File: src/rtl/instruction_fetch_if.sv
// Bus bundle between the fetch stage and its neighbours: the instruction
// memory (cpu_pc / cpu_instruction), decode control (stall, branch, jump)
// and the IF/ID pipeline register outputs.
// The master modport is the fetch stage itself.
// Optional macro FETCH_PERF_CNT_EN adds the two performance counters.
interface instruction_fetch_if #(
  parameter int PC_WIDTH   = 16,
  parameter int DATA_WIDTH = 16
);
  logic                  stall;
  logic                  branch_taken;
  logic [PC_WIDTH-1:0]   branch_offset;
  logic                  jump;
  logic [PC_WIDTH-5:0]   jump_addr;
  logic [DATA_WIDTH-1:0] cpu_instruction;
  logic [PC_WIDTH-1:0]   cpu_pc;
  logic [DATA_WIDTH-1:0] ifid_instr;
  logic [PC_WIDTH-1:0]   ifid_pc_plus2;
  logic                  ifid_valid;
  logic                  fetch_halt;
`ifdef FETCH_PERF_CNT_EN
  logic [31:0]           perf_fetch_cnt;
  logic [31:0]           perf_stall_cnt;
`endif

  modport master (
    input  stall, branch_taken, branch_offset, jump, jump_addr, cpu_instruction,
`ifdef FETCH_PERF_CNT_EN
    output perf_fetch_cnt, perf_stall_cnt,
`endif
    output cpu_pc, ifid_instr, ifid_pc_plus2, ifid_valid, fetch_halt
  );

  modport slave (
    output stall, branch_taken, branch_offset, jump, jump_addr, cpu_instruction,
`ifdef FETCH_PERF_CNT_EN
    input  perf_fetch_cnt, perf_stall_cnt,
`endif
    input  cpu_pc, ifid_instr, ifid_pc_plus2, ifid_valid, fetch_halt
  );
endinterface

File: src/rtl/instruction_fetch.sv
// Fetch stage of the 16-bit MIPS pipeline. Owns the PC, drives it to the
// instruction memory and registers the returned instruction into IF/ID.
// Update priority per edge: reset > jump > branch > stall > halt > sequential.
// Optional macro FETCH_PERF_CNT_EN adds saturating fetch/stall counters.
module instruction_fetch #(
  parameter int                 PC_WIDTH   = 16,
  parameter int                 DATA_WIDTH = 16,
  parameter int                 INSTR_NUM  = 15,
  parameter logic [PC_WIDTH-1:0] RESET_PC  = '0
) (
  input  logic               clk,
  input  logic               reset,
  instruction_fetch_if.master bus
);

  // Word-index limit: any PC whose word index reaches this is past the program.
  localparam logic [PC_WIDTH-1:0] INSTR_LIMIT = PC_WIDTH'(INSTR_NUM);

  logic [PC_WIDTH-1:0]   pc_q, pc_d;
  logic [DATA_WIDTH-1:0] ifid_instr_q, ifid_instr_d;
  logic [PC_WIDTH-1:0]   ifid_pc_plus2_q, ifid_pc_plus2_d;
  logic                  ifid_valid_q, ifid_valid_d;

  logic [PC_WIDTH-1:0]   pc_plus2;
  logic [PC_WIDTH-1:0]   jump_target;
  logic [PC_WIDTH-1:0]   branch_target;
  logic                  halted;
  logic                  fetch_load;
  logic                  stall_hold;

  assign pc_plus2      = pc_q + PC_WIDTH'(2);
  // Jump keeps the top three bits of the delay-slot PC, target is a word index.
  assign jump_target   = {ifid_pc_plus2_q[PC_WIDTH-1 -: 3], bus.jump_addr, 1'b0};
  // Branch offset is in words; the shift drops the top bit, i.e. modulo 2^PC_WIDTH.
  assign branch_target = ifid_pc_plus2_q + {bus.branch_offset[PC_WIDTH-2:0], 1'b0};
  assign halted        = ({1'b0, pc_q[PC_WIDTH-1:1]} >= INSTR_LIMIT);

  // Next-state selection; a redirect beats stall because the stalled slot is wrong-path.
  always_comb begin
    pc_d            = pc_q;
    ifid_instr_d    = ifid_instr_q;
    ifid_pc_plus2_d = ifid_pc_plus2_q;
    ifid_valid_d    = ifid_valid_q;
    fetch_load      = 1'b0;
    stall_hold      = 1'b0;
    if (bus.jump) begin
      pc_d         = jump_target;
      ifid_instr_d = '0;
      ifid_valid_d = 1'b0;
    end else if (bus.branch_taken) begin
      pc_d         = branch_target;
      ifid_instr_d = '0;
      ifid_valid_d = 1'b0;
    end else if (bus.stall) begin
      stall_hold   = 1'b1;
    end else if (halted) begin
      ifid_instr_d = '0;
      ifid_valid_d = 1'b0;
    end else begin
      pc_d            = pc_plus2;
      ifid_instr_d    = bus.cpu_instruction;
      ifid_pc_plus2_d = pc_plus2;
      ifid_valid_d    = 1'b1;
      fetch_load      = 1'b1;
    end
  end

  // PC and IF/ID pipeline register.
  always_ff @(posedge clk) begin
    if (reset) begin
      pc_q            <= RESET_PC;
      ifid_instr_q    <= '0;
      ifid_pc_plus2_q <= '0;
      ifid_valid_q    <= 1'b0;
    end else begin
      pc_q            <= pc_d;
      ifid_instr_q    <= ifid_instr_d;
      ifid_pc_plus2_q <= ifid_pc_plus2_d;
      ifid_valid_q    <= ifid_valid_d;
    end
  end

  assign bus.cpu_pc        = pc_q;
  assign bus.ifid_instr    = ifid_instr_q;
  assign bus.ifid_pc_plus2 = ifid_pc_plus2_q;
  assign bus.ifid_valid    = ifid_valid_q;
  assign bus.fetch_halt    = halted;

`ifdef FETCH_PERF_CNT_EN
  logic [31:0] perf_fetch_q, perf_stall_q;

  // Saturating counters of valid fetches and plain (non-redirected) stall cycles.
  always_ff @(posedge clk) begin
    if (reset) begin
      perf_fetch_q <= '0;
      perf_stall_q <= '0;
    end else begin
      if (fetch_load && (perf_fetch_q != 32'hFFFF_FFFF)) perf_fetch_q <= perf_fetch_q + 32'd1;
      if (stall_hold && (perf_stall_q != 32'hFFFF_FFFF)) perf_stall_q <= perf_stall_q + 32'd1;
    end
  end

  assign bus.perf_fetch_cnt = perf_fetch_q;
  assign bus.perf_stall_cnt = perf_stall_q;
`else
  // Counters absent: the load/stall qualifiers have no consumer.
  logic unused_perf;
  assign unused_perf = fetch_load ^ stall_hold;
`endif

endmodule

File: src/flat_wrapper.sv
// flat-port wrapper written by rule: the top's interface ports become plain ports
module instruction_fetch_flat 
#(
  parameter int                 PC_WIDTH   = 16,
  parameter int                 DATA_WIDTH = 16,
  parameter int                 INSTR_NUM  = 15,
  parameter logic [PC_WIDTH-1:0] RESET_PC  = '0
)
  (clk, reset, bus_stall, bus_branch_taken, bus_branch_offset, bus_jump, bus_jump_addr, bus_cpu_instruction, bus_cpu_pc, bus_ifid_instr, bus_ifid_pc_plus2, bus_ifid_valid, bus_fetch_halt);
  instruction_fetch_if #(.PC_WIDTH(PC_WIDTH), .DATA_WIDTH(DATA_WIDTH)) bus_i ();
  input  logic clk;
  input  logic reset;
  input wire logic [$bits(bus_i.stall)-1:0] bus_stall;
  input wire logic [$bits(bus_i.branch_taken)-1:0] bus_branch_taken;
  input wire logic [$bits(bus_i.branch_offset)-1:0] bus_branch_offset;
  input wire logic [$bits(bus_i.jump)-1:0] bus_jump;
  input wire logic [$bits(bus_i.jump_addr)-1:0] bus_jump_addr;
  input wire logic [$bits(bus_i.cpu_instruction)-1:0] bus_cpu_instruction;
  output wire logic [$bits(bus_i.cpu_pc)-1:0] bus_cpu_pc;
  output wire logic [$bits(bus_i.ifid_instr)-1:0] bus_ifid_instr;
  output wire logic [$bits(bus_i.ifid_pc_plus2)-1:0] bus_ifid_pc_plus2;
  output wire logic [$bits(bus_i.ifid_valid)-1:0] bus_ifid_valid;
  output wire logic [$bits(bus_i.fetch_halt)-1:0] bus_fetch_halt;
  assign bus_i.stall = bus_stall;
  assign bus_i.branch_taken = bus_branch_taken;
  assign bus_i.branch_offset = bus_branch_offset;
  assign bus_i.jump = bus_jump;
  assign bus_i.jump_addr = bus_jump_addr;
  assign bus_i.cpu_instruction = bus_cpu_instruction;
  assign bus_cpu_pc = bus_i.cpu_pc;
  assign bus_ifid_instr = bus_i.ifid_instr;
  assign bus_ifid_pc_plus2 = bus_i.ifid_pc_plus2;
  assign bus_ifid_valid = bus_i.ifid_valid;
  assign bus_fetch_halt = bus_i.fetch_halt;
  instruction_fetch #(.PC_WIDTH(PC_WIDTH), .DATA_WIDTH(DATA_WIDTH), .INSTR_NUM(INSTR_NUM), .RESET_PC(RESET_PC)) u_core (.clk(clk), .reset(reset), .bus(bus_i));
endmodule
File: config.mk
export PLATFORM = sky130hd
export DESIGN_NAME = instruction_fetch_flat
export DESIGN_NICKNAME = d
export VERILOG_FILES = /design/src/rtl/instruction_fetch_if.sv /design/src/rtl/instruction_fetch.sv /design/src/flat_wrapper.sv
export SDC_FILE = /design/constraint.sdc
export NUM_CORES = 1
export LEC_CHECK = 0
export CELL_PAD_IN_SITES_DETAIL_PLACEMENT = 0
export CELL_PAD_IN_SITES_GLOBAL_PLACEMENT = 1
export CORE_ASPECT_RATIO = 0.7
export CORE_MARGIN = 2
export CORE_UTILIZATION = 36
export DETAILED_ROUTE_END_ITERATION = 7
export GPL_TIMING_DRIVEN = 0
export PLACE_DENSITY = 0.93
export SKIP_LAST_GASP = 1
export SLEW_MARGIN = 20
export SYNTH_ARGS = -nofsm -noshare
export SYNTH_HDL_FRONTEND = slang
export SYNTH_SLANG_ARGS = --single-unit
File: constraint.sdc
create_clock -name clk -period 6.55 [get_ports clk]
set_input_delay 1.31 -clock clk [delete_from_list [all_inputs] [get_ports clk]]
set_output_delay 1.31 -clock clk [all_outputs]
set_load 0.05 [all_outputs]
==> results of run 1 <==
## final timing paths
kind	cells after the start	start	end	slack, ns
setup / recovery	7	u_core.bus.cpu_pc[1]	bus_fetch_halt	2.65
hold / removal	2	u_core.bus.ifid_instr[7]	u_core.bus.ifid_instr[7]	0.46
setup reg to reg	9	u_core.bus.ifid_pc_plus2[1]	u_core.bus.cpu_pc[9]	4.21
hold reg to reg	2	u_core.bus.ifid_instr[7]	u_core.bus.ifid_instr[7]	0.46
## where the power goes
part / internal (mW) / switching [mW] / leakage [nW] / total, mW
sequential: 0.306 / 0.0120 / 0.398 / 0.318
clock: 0.181 / 0.121 / 0.0800 / 0.302
combinational: 0.0673 / 0.0924 / 1.09 / 0.160
total: 0.554 / 0.226 / 1.57 / 0.780
## Yosys cell counts (2+ instances only)
| cell type | number | area, um2 |
|---|---|---|
| a21boi_0 | 2 | 15.01 |
| a21o_1 | 7 | 52.55 |
| and3_1 | 2 | 12.51 |
| a31oi_1 | 3 | 18.77 |
| nor2_1 | 14 | 52.55 |
| and4_1 | 3 | 26.28 |
| buf_1 | 2 | 7.510 |
| a211oi_1 | 3 | 22.52 |
| o221ai_1 | 4 | 35.03 |
| o211ai_1 | 4 | 30.03 |
| nand4_1 | 3 | 18.77 |
| buf_2 | 2 | 10.01 |
| o21a_1 | 2 | 15.01 |
| dfxtp_1 | 49 | 980.9 |
| clkbuf_1 | 9 | 33.78 |
| nand3b_1 | 16 | 120.1 |
| nor4_2 | 2 | 25.02 |
| xor2_1 | 11 | 96.34 |
| nand3_2 | 2 | 20.02 |
| a311oi_1 | 2 | 17.52 |
| nand2_1 | 43 | 161.4 |
| inv_1 | 7 | 26.28 |
| o21ai_0 | 3 | 15.01 |
| nor3_1 | 7 | 35.03 |
| nor2b_1 | 2 | 12.51 |
| o21ai_1 | 2 | 10.01 |
| xnor2_1 | 3 | 26.28 |
| ha_1 | 15 | 187.7 |
| nor4b_1 | 2 | 17.52 |
| and2_1 | 13 | 81.33 |
| nand3_1 | 9 | 45.04 |
| a211oi_2 | 2 | 25.02 |
| a21oi_1 | 43 | 215.2 |
| nor2_8 | 2 | 40.04 |
| buf_4 | 3 | 22.52 |
| a21oi_2 | 2 | 17.52 |
| mux2i_1 | 4 | 40.04 |
## per-layer routing
metal	track usage (%)	wire length [um]	part of all wire (%)
met5	0	0	0
met4	6.667	144	1.6
met3	4.198	521	5.9
met2	28.40	3604	41
met1	30.30	4539	52
## tightest hold or removal path, cell delays in order (launching register included)
cell	delay, ns
dfxtp_1	0.32
nand2_1	0.05
a21oi_1	0.05
## kinds of logic after synthesis
kind of cell,Yosys count
simple gates,129
mux,4
flops,49
fa+ha+maj,16
compound gates,95
xor+xnor,14
buf+inv,26
## flip-flops by register name, indices dropped and copies added (netlist names), named ones only
signal	count
u_core.bus.cpu_pc	15
u_core.bus.ifid_instr	16
u_core.bus.ifid_pc_plus2	16
u_core.bus.ifid_valid	1
## area by class of cell
type                            count  area share (%)
Sequential cell                    49           23.69
Multi-Input combinational cell    258           43.20
Tap cell                          101           3.051
Inverter                            8          0.7251
Clock inverter                      3           1.118
Buffer                             18           2.236
Timing Repair Buffer               95           22.96
Clock buffer                        5           3.021
## placed cells by master, fill, tap and decap left out, types with 3 or more instances in the layout
master / synthesis / final
nor2_1: 14 / 14
clkdlybuf4s50_1: 0 / 95
o221ai_1: 4 / 4
xor2_1: 11 / 11
a21oi_1: 43 / 43
dfxtp_1: 49 / 49
and4_1: 3 / 3
clkbuf_1: 9 / 9
nand2_1: 43 / 43
buf_4: 3 / 3
a21o_1: 7 / 7
a31oi_1: 3 / 3
o21ai_0: 3 / 3
o211ai_1: 4 / 4
nor3_1: 7 / 7
nand4_1: 3 / 3
and2_1: 13 / 13
a211oi_1: 3 / 3
xnor2_1: 3 / 3
nand3_1: 9 / 9
clkbuf_16: 0 / 5
mux2i_1: 4 / 4
nand3b_1: 16 / 16
inv_1: 7 / 7
ha_1: 15 / 15
## metrics by stage
step / cell area [um2] / util [%]
2_1_floorplan: 2893 / -
3_3_place_gp: 3970 / 50.65
3_5_place_dp: 3970 / 50.65
4_1_cts: 4141 / 52.84
5_1_grt: 4141 / 52.84
6_report: 4141 / 52.84
==> impl_metrics.env, run 1 <==
export IMPL_dpl_hpwl_um=6750
export IMPL_yosys_warnings=0
export IMPL_n_antenna_cell=0
export IMPL_wire_per_inst_um=16.41
export IMPL_start_util_pct=36.91
export IMPL_synthFlopType="dfxtp_1"
export IMPL_power_mw=0.7798
export IMPL_clock_latency_ns=0.30
export IMPL_synth_mux_area_fraction_pct=1.384
export IMPL_multiInputGateArea_um2=1789
export IMPL_drt_first_pass_iters=4
export IMPL_drt_iter0_drc=166
export IMPL_io_buffers=95
export IMPL_drive_above_1_share_pct=8.028
export IMPL_slew_violations=0
export IMPL_htreeDepth=2
export IMPL_crit_chain="ha_1 > nand3_2 > nand3_2 > nor2_4 > buf_2 > inv_1 > clkdlybuf4s50_1"
export IMPL_cts_tree="done"
export IMPL_fin_worst_skew_ns=0.008614
export IMPL_grt_pass1_vias=2822
export IMPL_critical_path_buf_inv_count=3
export IMPL_fillers=766
export IMPL_crit_slowest_cell="clkdlybuf4s50_1"
export IMPL_grt_max_degree=17
export IMPL_syn_num_nets=398
export IMPL_clk_pin_slew_ns=0.07
export IMPL_maxCapViolCount=0
export IMPL_p_per_area_nw_per_um2=188.3
export IMPL_synth_top_family_by_area="simple AND/OR/NAND/NOR gates"
export IMPL_crit_family="buffers and inverters"
export IMPL_setup_violations=0
export IMPL_antenna_found_initial=0
export IMPL_crit_type="flip-flop to output port"
export IMPL_rsz0062_at_grt="false"
export IMPL_cts_buffer_depth=2
export IMPL_globalRoute_totalOverflow=0
export IMPL_ctsHoldBuffers=0
export IMPL_cts_root_buf="clkbuf_16"
export IMPL_die_area_um2=8780
export IMPL_hold_viol_final=0
export IMPL_run_status="complete, no violations"
export IMPL_crit_top_cell="nand3_2"
export IMPL_crit_required_ns=5.24
export IMPL_synth_seq_area_share_pct=33.91
export IMPL_ant_nets=0
export IMPL_vdd_ir_drop_max_v=0.0001161
export IMPL_clock_sinks=49
export IMPL_dp_cells=529
export IMPL_path_max_fanout=10
export IMPL_nNetsFinal=500
export IMPL_finalNonFillerCells=537
export IMPL_fmax_mhz=256.1
export IMPL_worst_slew_pin_slew_ns=0.5458
export IMPL_drc=0
export IMPL_grt_usage_pct=20.14
export IMPL_fp_row_count=27
export IMPL_vias=2902
export IMPL_worst_hold_slack_ns=0.4644
export IMPL_final_period_utilization_pct=59.61
export IMPL_coreArea_um2=7838
export IMPL_leakagePower_nw=1.569
export IMPL_place_congestion=0.9413
export IMPL_wl_um=8810
export IMPL_synth_area_per_cell_um2=8.687
export IMPL_synth_edff_count=0
export IMPL_ff_latch_area_um2=980.9
export IMPL_synth_adder_area_share_pct=7.180
export IMPL_layout_setup_ws_ns=2.645
export IMPL_synth_xor_area_share_pct=4.239
export IMPL_synth_simple_gate_area_share_pct=26.47
export IMPL_die_width_um=111.1
export IMPL_endpoint_kind="output port"
export IMPL_grt_pass1_wl_um=14380
export IMPL_async_reset_ff_share_pct=0
export IMPL_fp_dieH_um=79
export IMPL_fin_crit_ns=3.905
export IMPL_critPathArrivalTime_ns=2.59
export IMPL_fin_setup_tns_ns=0
export IMPL_post_place_ws_ns=2.851
export IMPL_yosys_cell_types_count=66
export IMPL_hp_class="flip-flop to flip-flop"
export IMPL_area_growth_pct=43.17
export IMPL_startpoint_type="flip-flop"
export IMPL_ctsResizeCount=0
export IMPL_synthCells=333
export IMPL_slew_headroom_pct=63.61
export IMPL_viasPerCell=5.404
export IMPL_crit_path_max_incr_delay_ns=0.70
export IMPL_post_cts_setup_buffer_count=0
export IMPL_synth_compound_area_share_pct=22.58
export IMPL_ios=99
export IMPL_synth_seq_cells=49
export IMPL_numCtsBuffers=5
export IMPL_synth_area_um2=2893
No activity file was read; power rests on OpenSTA's default activity.
==> run 2: changes to the inputs <==
--- a/config.mk
+++ b/config.mk
@@ -9,10 +9,10 @@
 export CELL_PAD_IN_SITES_GLOBAL_PLACEMENT = 1
 export CORE_ASPECT_RATIO = 0.7
 export CORE_MARGIN = 2
-export CORE_UTILIZATION = 36
+export CORE_UTILIZATION = 33
 export DETAILED_ROUTE_END_ITERATION = 7
 export GPL_TIMING_DRIVEN = 0
-export PLACE_DENSITY = 0.93
+export PLACE_DENSITY = 0.87
 export SKIP_LAST_GASP = 1
 export SLEW_MARGIN = 20
 export SYNTH_ARGS = -nofsm -noshare
==> constraint.sdc (replaced) <==
create_clock -name clk -period 3.8 [get_ports clk]
set_input_delay 0.76 -clock clk [delete_from_list [all_inputs] [get_ports clk]]
set_output_delay 0.76 -clock clk [all_outputs]
set_load 0.05 [all_outputs]
==> run 2 against run 1 <==
Net effect:
- design area increased by 0.69%
- sequential power increased by 72%
- via count decreased by 2.1%
- critical path type unchanged
- wire length increased by 0.47%
- largest cell class unchanged
- die area increased by 8.7%
- utilization decreased by 3.7 points
- clock-buffer cell count increased by 1
==> impl_metrics.env, run 2 (same netlist as run 1, synthesis figures left out) <==
export IMPL_path_max_fanout=10
export IMPL_crit_family="buffers and inverters"
export IMPL_crit_cells=7
export IMPL_fillers=839
export IMPL_leakagePower_nw=1.572
export IMPL_power_mw=1.361
export IMPL_fin_crit_ns=3.334
export IMPL_endpoint_kind="output port"
export IMPL_clock_latency_ns=0.29
export IMPL_critPathCapture="bus_fetch_halt"
export IMPL_vias=2842
export IMPL_critPathArrivalTime_ns=2.57
export IMPL_hp_class="flip-flop to flip-flop"
export IMPL_numCtsBuffers=5
export IMPL_post_cts_setup_buffer_count=0
export IMPL_fp_row_count=28
export IMPL_die_width_um=115.9
export IMPL_p_per_area_nw_per_um2=326.3
export IMPL_drc=0
export IMPL_grt_usage_pct=18.63
export IMPL_fmax_mhz=300.0
export IMPL_clk_pin_slew_ns=0.07
export IMPL_wl_met2_um=3878
export IMPL_critical_path_buf_inv_count=3
export IMPL_io_buffers=95
export IMPL_coreArea_um2=8478
export IMPL_top_layer="met4"
export IMPL_final_period_utilization_pct=87.72
export IMPL_r2r_start="u_core.bus.ifid_pc_plus2[1]"
export IMPL_drt_iter0_drc=123
export IMPL_antenna_found_initial=0
export IMPL_crit_slowest_cell="clkdlybuf4s50_1"
export IMPL_start_util_pct=34.12
export IMPL_startpoint="u_core.bus.cpu_pc[1]"
export IMPL_worst_slew_pin_slew_ns=0.5369
export IMPL_post_route_util_pct=49.19
export IMPL_wl_um=8851
export IMPL_n_antenna_cell=0
export IMPL_ctsHoldBuffers=0
export IMPL_r2r_cells=9
export IMPL_regToRegSetupSlack_ns=1.48
export IMPL_slew_headroom_pct=64.09
export IMPL_crit_path_max_incr_delay_ns=0.70
export IMPL_fin_worst_skew_ns=0.008011
export IMPL_startpoint_type="flip-flop"
export IMPL_crit_required_ns=3.04
export IMPL_place_congestion=0.8259
export IMPL_run_status="complete, no violations"
export IMPL_grt_pass1_vias=2761
export IMPL_crit_type="flip-flop to output port"
export IMPL_htreeDepth=2
export IMPL_setup_violations=0
export IMPL_layout_setup_ws_ns=0.4665
export IMPL_ctsResizeCount=0
export IMPL_vdd_ir_drop_max_v=0.0001877
export IMPL_layout_commonest_cell="clkdlybuf4s50_1"
export IMPL_viasPerCell=5.112
export IMPL_area_growth_pct=44.16
export IMPL_ant_nets=0
export IMPL_post_place_ws_ns=0.6378
export IMPL_fin_setup_tns_ns=0
export IMPL_fp_dieH_um=82.34
export IMPL_dpl_hpwl_um=6953
export IMPL_globalRoute_totalOverflow=0
export IMPL_final_cell_mix="95 x clkdlybuf4s50_1, 49 x dfxtp_1, 43 x nand2_1, 43 x a21oi_1, 16 x nand3b_1"
export IMPL_slew_violations=0
export IMPL_grt_pass1_wl_um=14010
export IMPL_rsz0062_at_grt="false"
export IMPL_cts_buffer_depth=2
export IMPL_nNetsFinal=500
export IMPL_drive_above_1_share_pct=8.028
export IMPL_drt_first_pass_iters=5
export IMPL_multiInputGateArea_um2=1789
export IMPL_wire_per_inst_um=15.92
export IMPL_rr_endpoint="u_core.bus.cpu_pc[9]"
export IMPL_ff_latch_area_um2=980.9
export IMPL_crit_top_cell="nand3_2"
export IMPL_cts_root_buf="clkbuf_16"
export IMPL_maxCapViolCount=0
export IMPL_wl_met3_um=553
export IMPL_clock_sinks=49
export IMPL_hold_viol_final=0
export IMPL_grt_max_degree=16
export IMPL_ios=99
export IMPL_cts_tree="done"
export IMPL_drt_met1_wl_um=4386
export IMPL_die_area_um2=9543
export IMPL_crit_chain="ha_1 > nand3_2 > nand3_2 > nor2_4 > buf_2 > inv_1 > clkdlybuf4s50_1"
run 2: cell types whose count changed in the layout (fill, tap and decap cells not counted), sizes merged:
cell | previous run | this run
clkinv | 2 | 1
clkbuf | 15 | 16
run 2: tightest hold or removal path: cells and delay by family, from the launching register on:
kind / cells / cell delay (ns)
compound gates: 1 / 0.05
flops: 1 / 0.31
simple gates: 1 / 0.06
run 2: stage by stage:
stage / cells / area, um2 / hold slack, ns
6_report: 556 / 4170 / 0.4625
5_1_grt: 556 / 4170 / 0.4773
4_1_cts: 556 / 4170 / 0.4618
3_5_place_dp: 548 / 3994 / 0.4526
3_3_place_gp: 548 / 3994 / 0.4387
2_1_floorplan: 333 / 2893 / 0.4562
run 2: per-layer routing:
metal	GRT usage (%)	vias up
li1	-	1422
met1	26.87	1338
met2	28.54	80
met3	4.380	2
met4	3.571	0
met5	0	-
run 2: worst min path at each step:
stage | to | from | cells after the start
2_1_floorplan | u_core.bus.ifid_pc_plus2[0] | flip-flop | 2
3_3_place_gp | u_core.bus.ifid_instr[7] | u_core.bus.ifid_instr[7] | 2
3_5_place_dp | u_core.bus.ifid_instr[9] | u_core.bus.ifid_instr[9] | 2
4_1_cts | u_core.bus.ifid_instr[3] | u_core.bus.ifid_instr[3] | 2
5_1_grt | u_core.bus.ifid_instr[8] | u_core.bus.ifid_instr[8] | 2
6_report | u_core.bus.ifid_instr[9] | u_core.bus.ifid_instr[9] | 2
run 2: layout make-up:
cell class / count / share of cell area (%)
plain buffers: 18 / 2.220
flip-flops and latches: 49 / 23.52
inverters: 8 / 0.7201
clock buffers: 6 / 3.330
repair buffers: 95 / 22.80
clock inverters: 2 / 0.9001
multi-input cells: 258 / 42.90
well taps: 120 / 3.600
run 2: power by group:
part	leakage [nW]	internal (mW)	switching [mW]
sequential	0.398	0.527	0.0210
combinational	1.09	0.116	0.159
clock	0.0831	0.329	0.209
total	1.57	0.972	0.389
==> run 3: changes to the inputs <==
--- a/config.mk
+++ b/config.mk
@@ -5,6 +5,7 @@
 export SDC_FILE = /design/constraint.sdc
 export NUM_CORES = 1
 export LEC_CHECK = 0
+export CAP_MARGIN = 0
 export CELL_PAD_IN_SITES_DETAIL_PLACEMENT = 0
 export CELL_PAD_IN_SITES_GLOBAL_PLACEMENT = 1
 export CORE_ASPECT_RATIO = 0.7
@@ -14,7 +15,6 @@
 export GPL_TIMING_DRIVEN = 0
 export PLACE_DENSITY = 0.87
 export SKIP_LAST_GASP = 1
-export SLEW_MARGIN = 20
 export SYNTH_ARGS = -nofsm -noshare
 export SYNTH_HDL_FRONTEND = slang
 export SYNTH_SLANG_ARGS = --single-unit
==> results of run 3 <==
Final layout, timing and power as in run 2 (identical DEF).
